<file path="config.mk">
export PLATFORM = sky130hd
export DESIGN_NAME = regbank_writeback
export DESIGN_NICKNAME = d
export VERILOG_FILES = /design/src/rtl/regbank_writeback_pkg.sv /design/src/rtl/regbank_writeback_fifo.sv /design/src/rtl/regbank_writeback.sv
export SDC_FILE = /design/constraint.sdc
export NUM_CORES = 1
export LEC_CHECK = 0
export CAP_MARGIN = 25
export CORE_MARGIN = 4
export CORE_UTILIZATION = 30
export CTS_CLUSTER_SIZE = 8
export DETAILED_ROUTE_END_ITERATION = 16
export PLACE_DENSITY = 0.62
export SKIP_CTS_REPAIR_TIMING = 1
export SYNTH_ARGS = -nofsm -noshare
export SYNTH_HDL_FRONTEND = slang
export SYNTH_SLANG_ARGS = --single-unit
export TNS_END_PERCENT = 10
</file>
<file path="constraint.sdc">
create_clock -name clk -period 4.5 [get_ports clk]
set_clock_uncertainty 0.1 [all_clocks]
set_input_delay 0.675 -clock clk [delete_from_list [all_inputs] [get_ports clk]]
set_output_delay 0.675 -clock clk [all_outputs]
set_load 0.03 [all_outputs]
</file>
<file path="src/rtl/regbank_writeback_pkg.sv">
// Shared write-back definitions: default widths, register-zero constant and
// the {addr, data} entry type used by the bank, decode and write-back stages.
package regbank_writeback_pkg;

    localparam int WB_DATA_W = 32;
    localparam int WB_ADDR_W = 5;

    localparam logic [WB_ADDR_W-1:0] REG_ZERO = 5'd0;

    typedef struct packed {
        logic [WB_ADDR_W-1:0] addr;
        logic [WB_DATA_W-1:0] data;
    } wb_entry_t;

endpackage

</file>
<file path="src/rtl/regbank_writeback_fifo.sv">
// In-order circular queue for write-back entries; exposes storage and a
// per-slot valid mask so the top can search pending results.
module wb_fifo
    import regbank_writeback_pkg::*;
#(
    parameter int W     = WB_ADDR_W + WB_DATA_W,
    parameter int DEPTH = 4,
    parameter int PW    = $clog2(DEPTH),
    parameter int CW    = PW + 1
) (
    input  logic                      clk,
    input  logic                      reset,
    input  logic                      push,
    input  logic [W-1:0]              push_data,
    input  logic                      pop,
    output logic [W-1:0]              head,
    output logic                      full,
    output logic                      empty,
    output logic [CW-1:0]             count,
    output logic [PW-1:0]             rd_ptr,
    output logic [DEPTH-1:0][W-1:0]   entries,
    output logic [DEPTH-1:0]          valid_mask
);

    logic [DEPTH-1:0][W-1:0] mem;
    logic [PW-1:0]           wr_ptr;

    assign full    = (count == CW'(DEPTH));
    assign empty   = (count == '0);
    assign head    = mem[rd_ptr];
    assign entries = mem;

    always_ff @(posedge clk) begin
        if (reset) begin
            wr_ptr <= '0;
            rd_ptr <= '0;
            count  <= '0;
        end else begin
            if (push) wr_ptr <= wr_ptr + 1'b1;
            if (pop)  rd_ptr <= rd_ptr + 1'b1;
            unique case ({push, pop})
                2'b10:   count <= count + 1'b1;
                2'b01:   count <= count - 1'b1;
                default: count <= count;
            endcase
        end
    end

    always_ff @(posedge clk) begin
        if (push) mem[wr_ptr] <= push_data;
    end

    // A slot is live when its distance from the head is below the count.
    always_comb begin
        logic [PW-1:0] off;
        off        = '0;
        valid_mask = '0;
        for (int i = 0; i < DEPTH; i++) begin
            off           = PW'(i) - rd_ptr;
            valid_mask[i] = ({1'b0, off} < count);
        end
    end

endmodule

</file>
<file path="src/rtl/regbank_writeback.sv">
// Write-back sequencer for the register bank write port.
// Optional bypass search enabled by REGBANK_WB_BYPASS_EN.
module regbank_writeback
    import regbank_writeback_pkg::*;
#(
    parameter int DATA_W = WB_DATA_W,
    parameter int ADDR_W = WB_ADDR_W,
    parameter int DEPTH  = 4
) (
    input  logic                       clk,
    input  logic                       reset,
    input  logic                       mem_valid,
    output logic                       mem_ready,
    input  logic [ADDR_W-1:0]          mem_addr,
    input  logic [DATA_W-1:0]          mem_data,
    input  logic                       alu_valid,
    output logic                       alu_ready,
    input  logic [ADDR_W-1:0]          alu_addr,
    input  logic [DATA_W-1:0]          alu_data,
    input  logic                       wb_stall,
    output logic                       write_en,
    output logic [ADDR_W-1:0]          addrWrite,
    output logic [DATA_W-1:0]          dataIn,
    input  logic [ADDR_W-1:0]          fwd_addr,
    output logic                       fwd_hit,
    output logic [DATA_W-1:0]          fwd_data,
    output logic [$clog2(DEPTH):0]     occupancy
);

    localparam int PW = $clog2(DEPTH);
    localparam int CW = PW + 1;
    localparam int W  = ADDR_W + DATA_W;

    logic                    full;
    logic                    empty;
    logic                    push;
    logic                    pop;
    logic                    mem_fire;
    logic                    alu_fire;
    logic [ADDR_W-1:0]       in_addr;
    logic [DATA_W-1:0]       in_data;
    logic [W-1:0]            head;
    logic [PW-1:0]           rd_ptr;
    logic [DEPTH-1:0][W-1:0] entries;
    logic [DEPTH-1:0]        valid_mask;
    logic [CW-1:0]           count;

    // Loads win arbitration: they belong to the older instruction.
    assign mem_ready = !full;
    assign alu_ready = !full && !mem_valid;
    assign mem_fire  = mem_valid && mem_ready;
    assign alu_fire  = alu_valid && alu_ready;
    assign in_addr   = mem_fire ? mem_addr : alu_addr;
    assign in_data   = mem_fire ? mem_data : alu_data;
    assign push      = (mem_fire || alu_fire) && (in_addr != REG_ZERO);
    assign pop       = !empty && !wb_stall;
    assign occupancy = count;

    wb_fifo #(
        .W     (W),
        .DEPTH (DEPTH)
    ) u_fifo (
        .clk        (clk),
        .reset      (reset),
        .push       (push),
        .push_data  ({in_addr, in_data}),
        .pop        (pop),
        .head       (head),
        .full       (full),
        .empty      (empty),
        .count      (count),
        .rd_ptr     (rd_ptr),
        .entries    (entries),
        .valid_mask (valid_mask)
    );

    always_ff @(posedge clk) begin
        if (reset) begin
            write_en  <= 1'b0;
            addrWrite <= '0;
            dataIn    <= '0;
        end else begin
            write_en <= pop;
            if (pop) begin
                addrWrite <= head[W-1 -: ADDR_W];
                dataIn    <= head[DATA_W-1:0];
            end
        end
    end

`ifdef REGBANK_WB_BYPASS_EN
    // Walk oldest to youngest so the last match seen is the youngest.
    always_comb begin
        logic [PW-1:0] idx;
        idx      = '0;
        fwd_hit  = 1'b0;
        fwd_data = '0;
        if (write_en && addrWrite == fwd_addr) begin
            fwd_hit  = 1'b1;
            fwd_data = dataIn;
        end
        for (int k = 0; k < DEPTH; k++) begin
            idx = rd_ptr + PW'(k);
            if (valid_mask[idx] && entries[idx][W-1 -: ADDR_W] == fwd_addr) begin
                fwd_hit  = 1'b1;
                fwd_data = entries[idx][DATA_W-1:0];
            end
        end
        if (fwd_addr == REG_ZERO) begin
            fwd_hit  = 1'b0;
            fwd_data = '0;
        end
    end
`else
    logic unused_bypass;
    assign unused_bypass = ^{fwd_addr, entries, valid_mask, rd_ptr};
    assign fwd_hit       = 1'b0;
    assign fwd_data      = '0;
`endif

endmodule

</file>
# Word-level counts from Yosys, hierarchy flattened
# Cells that the tools add are included.
[totals]
memories = 0
ff_bits = 193
in_bits = 84
out_inout_bits = 76
latch_bits = 0
mem_bits_rw = 0
word_cells = 42
romBits = 0
[classes]
n_div = 0
n_addsub = 4
shifts = 0
bitwise = 0
magnitude_cmp = 3
n_mul = 0
eq_ne = 3
n_mux = 8
reduce_logical = 14
[op_table]
columns = ["cell", "count"]
rows = [
  ["bitwise mux 148 bit", 1],
  ["binary-select mux 37 bit (select 2 bit)", 1],
  ["demux 37 bit (select 2 bit)", 1],
  ["two-way mux 37 bit", 2],
  ["two-way mux 32 bit", 1],
  ["logical AND 1 bit", 6],
  ["< comparator 2 x 3 -> 1 bit, second input constant", 2],
  ["case mux 3 bit (2 select lines)", 1],
  ["two-way mux 5 bit", 1],
  ["nonzero test 5 bit", 1],
  ["adder 2 x 1 -> 2 bit, second input constant", 2],
  ["zero test 1 bit", 4],
  ["adder 3 x 1 -> 3 bit, second input constant", 1],
  ["equality test 3 bit, second input constant", 1],
  ["zero test 3 bit", 1],
  ["subtractor 3 x 1 -> 3 bit, second input constant", 1],
  ["equality test 2 x 1 -> 1 bit, second input constant", 1],
  ["equality test 2 bit, second input constant", 1],
  ["greater-or-equal comparator 2 x 1 -> 1 bit, second input constant", 1],
  ["nonzero test 2 bit", 1],
  ["logical OR 1 bit", 1],
]

# Longest topological paths before layout
[logic_depth]
ltp_word = 8
depth_mapped = 10
mapped_depth_nobuf = 10

# Hierarchy
# A second synthesis with hierarchy kept.
[unflattened]
cells_unflattened = 501
hier_area_um2 = 7987.7
[by_module_without_submodules]
columns = ["mod", "area_each_um2", "cells_per_inst", "n_inst", "seq_area_each_um2"]
rows = [
  ["wb_fifo", 5895.7, 254, 1, 4584.4],
  ["regbank_writeback", 2092.0, 247, 1, 760.7],
]

# Worst setup path after synthesis
# OpenSTA, ideal clock, no wires.
[synth_path]
path_kind = "register to register"
from = "register u_fifo.count[0]"
to = "register u_fifo.mem (netlist bit u_fifo.entries[0]) (enable)"
setup_time_ns = 0.398
t_required_ns = 4.002
slack_ns = 1.607
stages_incl_launch_ff = 5
path_buffers = 0
arrival_ns = 2.395
synth_period_minus_slack_ns = 2.893
cell_sequence = "dfxtp_1 nor3b_2 nor2_1 a32o_2 and2_1"
[synth_between]
elab_chain_cells = 6
elab_cells_between_ends = 9
cone_classes = "eq/ne: 1; mux: 1; reduce/logical: 7"
[synth_rtl]
columns = ["item", "line", "source"]
rows = [
  ["from (decl)", "regbank_writeback_fifo.sv:19", "output logic [CW-1:0] count,"],
  ["from (signal assigned)", "regbank_writeback_fifo.sv:42", "2'b10: count <= count + 1'b1;"],
  ["from (signal assigned)", "regbank_writeback_fifo.sv:43", "2'b01: count <= count - 1'b1;"],
  ["from (signal assigned)", "regbank_writeback_fifo.sv:44", "default: count <= count;"],
  ["equality test 3 bit", "regbank_writeback_fifo.sv:28", "assign full = (count == CW'(DEPTH));"],
  ["zero test 1 bit", "regbank_writeback.sv:50", "assign alu_ready = !full && !mem_valid;"],
  ["logical AND 1 bit", "regbank_writeback.sv:50", ""],
  ["via alu_ready", "regbank_writeback.sv:17", "output logic alu_ready,"],
  ["logical AND 1 bit", "regbank_writeback.sv:52", "assign alu_fire = alu_valid && alu_ready;"],
  ["logical OR 1 bit", "regbank_writeback.sv:55", "assign push = (mem_fire || alu_fire) && (in_addr != REG_ZERO);"],
  ["logical AND 1 bit", "regbank_writeback.sv:55", ""],
  ["to (signal, indexed assignment)", "regbank_writeback_fifo.sv:50", "if (push) mem[wr_ptr] <= push_data;"],
  ["to (decl)", "regbank_writeback_fifo.sv:25", "logic [DEPTH-1:0][W-1:0] mem;"],
]
# The timed path passes the listed nets, and every way through them passes these cells.
# A chain may end at the register's enable or synchronous reset.

# Worst setup path in the final report
[layout_path]
from = "input port alu_addr[0]"
to = "register u_fifo.count[2]"
[layout_between]
elab_chain_cells = 5
elab_cells_between_ends = 7
cone_classes = "eq/ne: 2; mux: 2; reduce/logical: 3"
[layout_rtl]
columns = ["item", "line", "source"]
rows = [
  ["from (decl)", "regbank_writeback.sv:18", "input logic [ADDR_W-1:0] alu_addr,"],
  ["two-way mux 5 bit (*)", "regbank_writeback.sv:53", "assign in_addr = mem_fire ? mem_addr : alu_addr;"],
  ["nonzero test 5 bit (*)", "regbank_writeback.sv:55", ""],
  ["logical AND 1 bit (*)", "regbank_writeback.sv:55", ""],
  ["equality test 2 x 1 -> 1 bit / equality test 2 bit (equally long branches)", "regbank_writeback_fifo.sv:41", "unique case ({push, pop})"],
  ["case mux 3 bit (2 select lines) / nonzero test 2 bit (equally long branches)", "-", ""],
]
# Mark *: on every way between the ends. The rest lies on a longest branch, timed or not.

==> out/metrics.sh <==
ANT_NETS=0
GRT_MAX_DEGREE=48
IO_PINS=160
CHIPWIDTH_UM=171
MAX_CAP_VIOL_COUNT=0
TIGHTEST_SLEW_NS=0.861
SYN_INST=488
HTREE_LEVELS=4
TIMING.FINAL.CRIT_PERIOD_NS=2.74
CRIT_ARRIVAL_NS=2.99
SYNTH_AREA_UM2=7940
TIMING_MAX_TRANSITION_VIOLATIONS_FINAL=0
WL_UM=15500
ROUTE.VIAS.TOTAL=4213
DRTPASS1ITERATIONS=4
FINAL_COMMON_CELL='edfxtp_1'
DRIVE_GT1_SHARE_PCT=20.1
HOLD_PATH_CLASS='reg2reg'
PLACE.DETAILED.HPWL_UM=9830
CLOCK_PATH_BUFFERS=2
CRIT_PATH_MAX_FANOUT=6
SYNTH.YOSYS.SEQ_AREA_SHARE_PCT=67.3
GRT_PASS1_VIAS=4306
DETAIL_ROUTE.VIAS_PER_CELL=4.40
NUM_ANTENNA_CELLS=0
PATH_CLK_SLEW_NS=0.07
CORE_AREA_UM2=26100
YOSYSWARNINGS=0
NETS=700
HOLD_PATH_DEPTH=2
ANTENNA_FOUND_INITIAL=0
MOST-COMMON-LAYOUT-CELLS='edfxtp_1, clkdlybuf4s50_1, nand2_1'
VDD_IR_DROP_MAX_V=0.000230
DIE_AREA_UM2=29100
DR.FIRST_ITER.DRC_COUNT=165
PLACE.GP.CONGESTION=0.691
TIMING_WORST_SETUP_PATH_TYPE='in2reg'
FINALCOREUTILIZATION_PCT=38.4
P_LEAK_nW=3.38
CTS-BUFFERS-INSERTED=17
MAXCLOCKFREQUENCY_MHz=365
STARTPOINT_TYPE='primary input'
SETUP.WORST_PATH.END_CLASS='flop'
POWER.DENSITY_CELL_AREA_nW_PER_UM2=547
NUM-FILL-CELLS=2430
LAYOUT-AREA-OVERHEAD-VS-SYNTH_PCT=25.9
CRITPATHREQUIREDTIME_NS=4.75
WORSTSKEWPAIRLATENCY_NS=0.42
GLOBALROUTE.TOTALOVERFLOW=0
RUN_STATUS='completed'
SLEW-LIMIT-HEADROOM_PCT=42.6
GLOBALROUTETOTALUTIL_PCT=10.8
LAYOUT.AREA.SEQ_UM2=5350
GRT_FIRST_PASS_WIRELENGTH_UM=23900
LAYOUT_WORST_PATH_CYCLE_SHARE_PCT=60.8
DIE-HEIGHT_UM=171
CLOCKROOTBUFFER='clkbuf_16'
DETAIL_ROUTE.DRC_VIOLATIONS=0
FP-ROW-COUNT=59
WL_PER_CELL_UM=16.2
SETUP_VIOL=0
POST_SYNTH.CELL_AREA_AVG_UM2=16.3
REPORT.FINAL.HOLD_VIOL_COUNT=0
WORST_R2R_PATH_DEPTH=10
STARTING_DENSITY_OF_THE_CORE_PCT=30.5
PLACEMENT.IO_BUFFERS=121
NETLIST-CELL-TYPE-COUNT=32
GRT_SETUP_UNREPAIRED='no'
FIN_TNS_SETUP_NS=0
CTS_TREE='yes'
SYNTH.FF_LATCH_COUNT=193
MULTIINPUTGATEAREA_UM2=2270
CTS.SINKS=193
-- worst paths after layout --
path                   start  slack [ns]              end
min               dataIn[29]        0.35       dataIn[29]
max              alu_addr[0]        1.76  u_fifo.count[2]
min reg2reg       dataIn[29]        0.35       dataIn[29]
max reg2reg  u_fifo.count[2]        1.96  u_fifo.count[2]
-- cells by family after synthesis --
| kind of cell | share of synthesized area (%) |
|---|---|
| mux | 17.4 |
| flops | 67.3 |
| other cells | 0.0472 |
| compound gates | 2.66 |
| xor+xnor | 0.441 |
| simple gates | 5.30 |
| buf+inv | 5.74 |
| fa+ha+maj | 1.04 |
-- Yosys cell counts (all sizes together) --
cell type / instances / area, µm²
o21ai: 1 / 5.00
mux2: 38 / 541
conb: 1 / 3.75
clkbuf: 5 / 18.8
mux4: 37 / 833
nor2: 11 / 41.3
edfxtp: 148 / 4440
and2: 4 / 25.0
a21oi: 39 / 195
mux2i: 1 / 10.0
a32o: 1 / 11.3
nand2b: 2 / 12.5
fa: 1 / 20.0
buf: 53 / 407
or3: 1 / 6.26
xor2: 2 / 17.5
inv: 8 / 30.0
xnor2: 2 / 17.5
nor3b: 2 / 20.0
dfxtp: 45 / 901
nor3: 3 / 15.0
nand2: 76 / 285
ha: 5 / 62.6
nor2b: 1 / 6.26
or2: 1 / 8.76
-- final cells by class --
class / count / share of cell area (%)
inverter: 8 / 0.300
multi-input combinational: 261 / 22.7
clock inverter: 13 / 1.38
clock buffer: 19 / 4.33
tap: 335 / 4.19
timing repair buffer: 129 / 13.6
sequential: 193 / 53.5
-- metrics by stage --
| step | cells | setup WS (ns) | power [mW] | hold WS [ns] | instance area (µm²) |
|---|---|---|---|---|---|
| floorplan | 520 | 1.61 | 3.57 | 0.382 | 8060 |
| global placement | 920 | 1.33 | 4.02 | 0.342 | 9290 |
| detailed placement | 925 | 1.32 | 4.07 | 0.347 | 9410 |
| CTS | 957 | 1.76 | 5.56 | 0.357 | 9980 |
| global route | 958 | 1.62 | 5.77 | 0.383 | 10000 |
| finish | 958 | 1.76 | 5.47 | 0.354 | 10000 |
-- metal layers --
layer | vias up | track usage [%] | wire (µm)
met1 | 2100 | 13.6 | 6790
met3 | 10 | 2.73 | 830
met2 | 128 | 18.6 | 7770
li1 | 1975 | - | -
met5 | - | 0 | 0
met4 | 0 | 3.02 | 143
-- sequential cells by signal (all words and copies together), names as in the netlist --
name	cells
dataIn	32
write_en	1
addrWrite	5
u_fifo.entries	148
u_fifo.wr_ptr	2
u_fifo.count	3
u_fifo.rd_ptr	2
-- critical path, cell delays in order --
cell	delay [ns]
clkdlybuf4s50_1	0.42
nor3_1	0.22
nand2_1	0.08
a32o_2	0.32
inv_2	0.08
ha_1	0.18
inv_1	0.06
fa_1	0.37
xor2_1	0.15
or3_1	0.30
a21oi_1	0.13
-- power breakdown --
group / internal (mW) / switching [mW] / total (mW)
clock network: 0.820 / 0.656 / 1.48
logic: 0.727 / 0.779 / 1.51
registers: 2.27 / 0.215 / 2.49
Power figures use the tool's default switching activity.
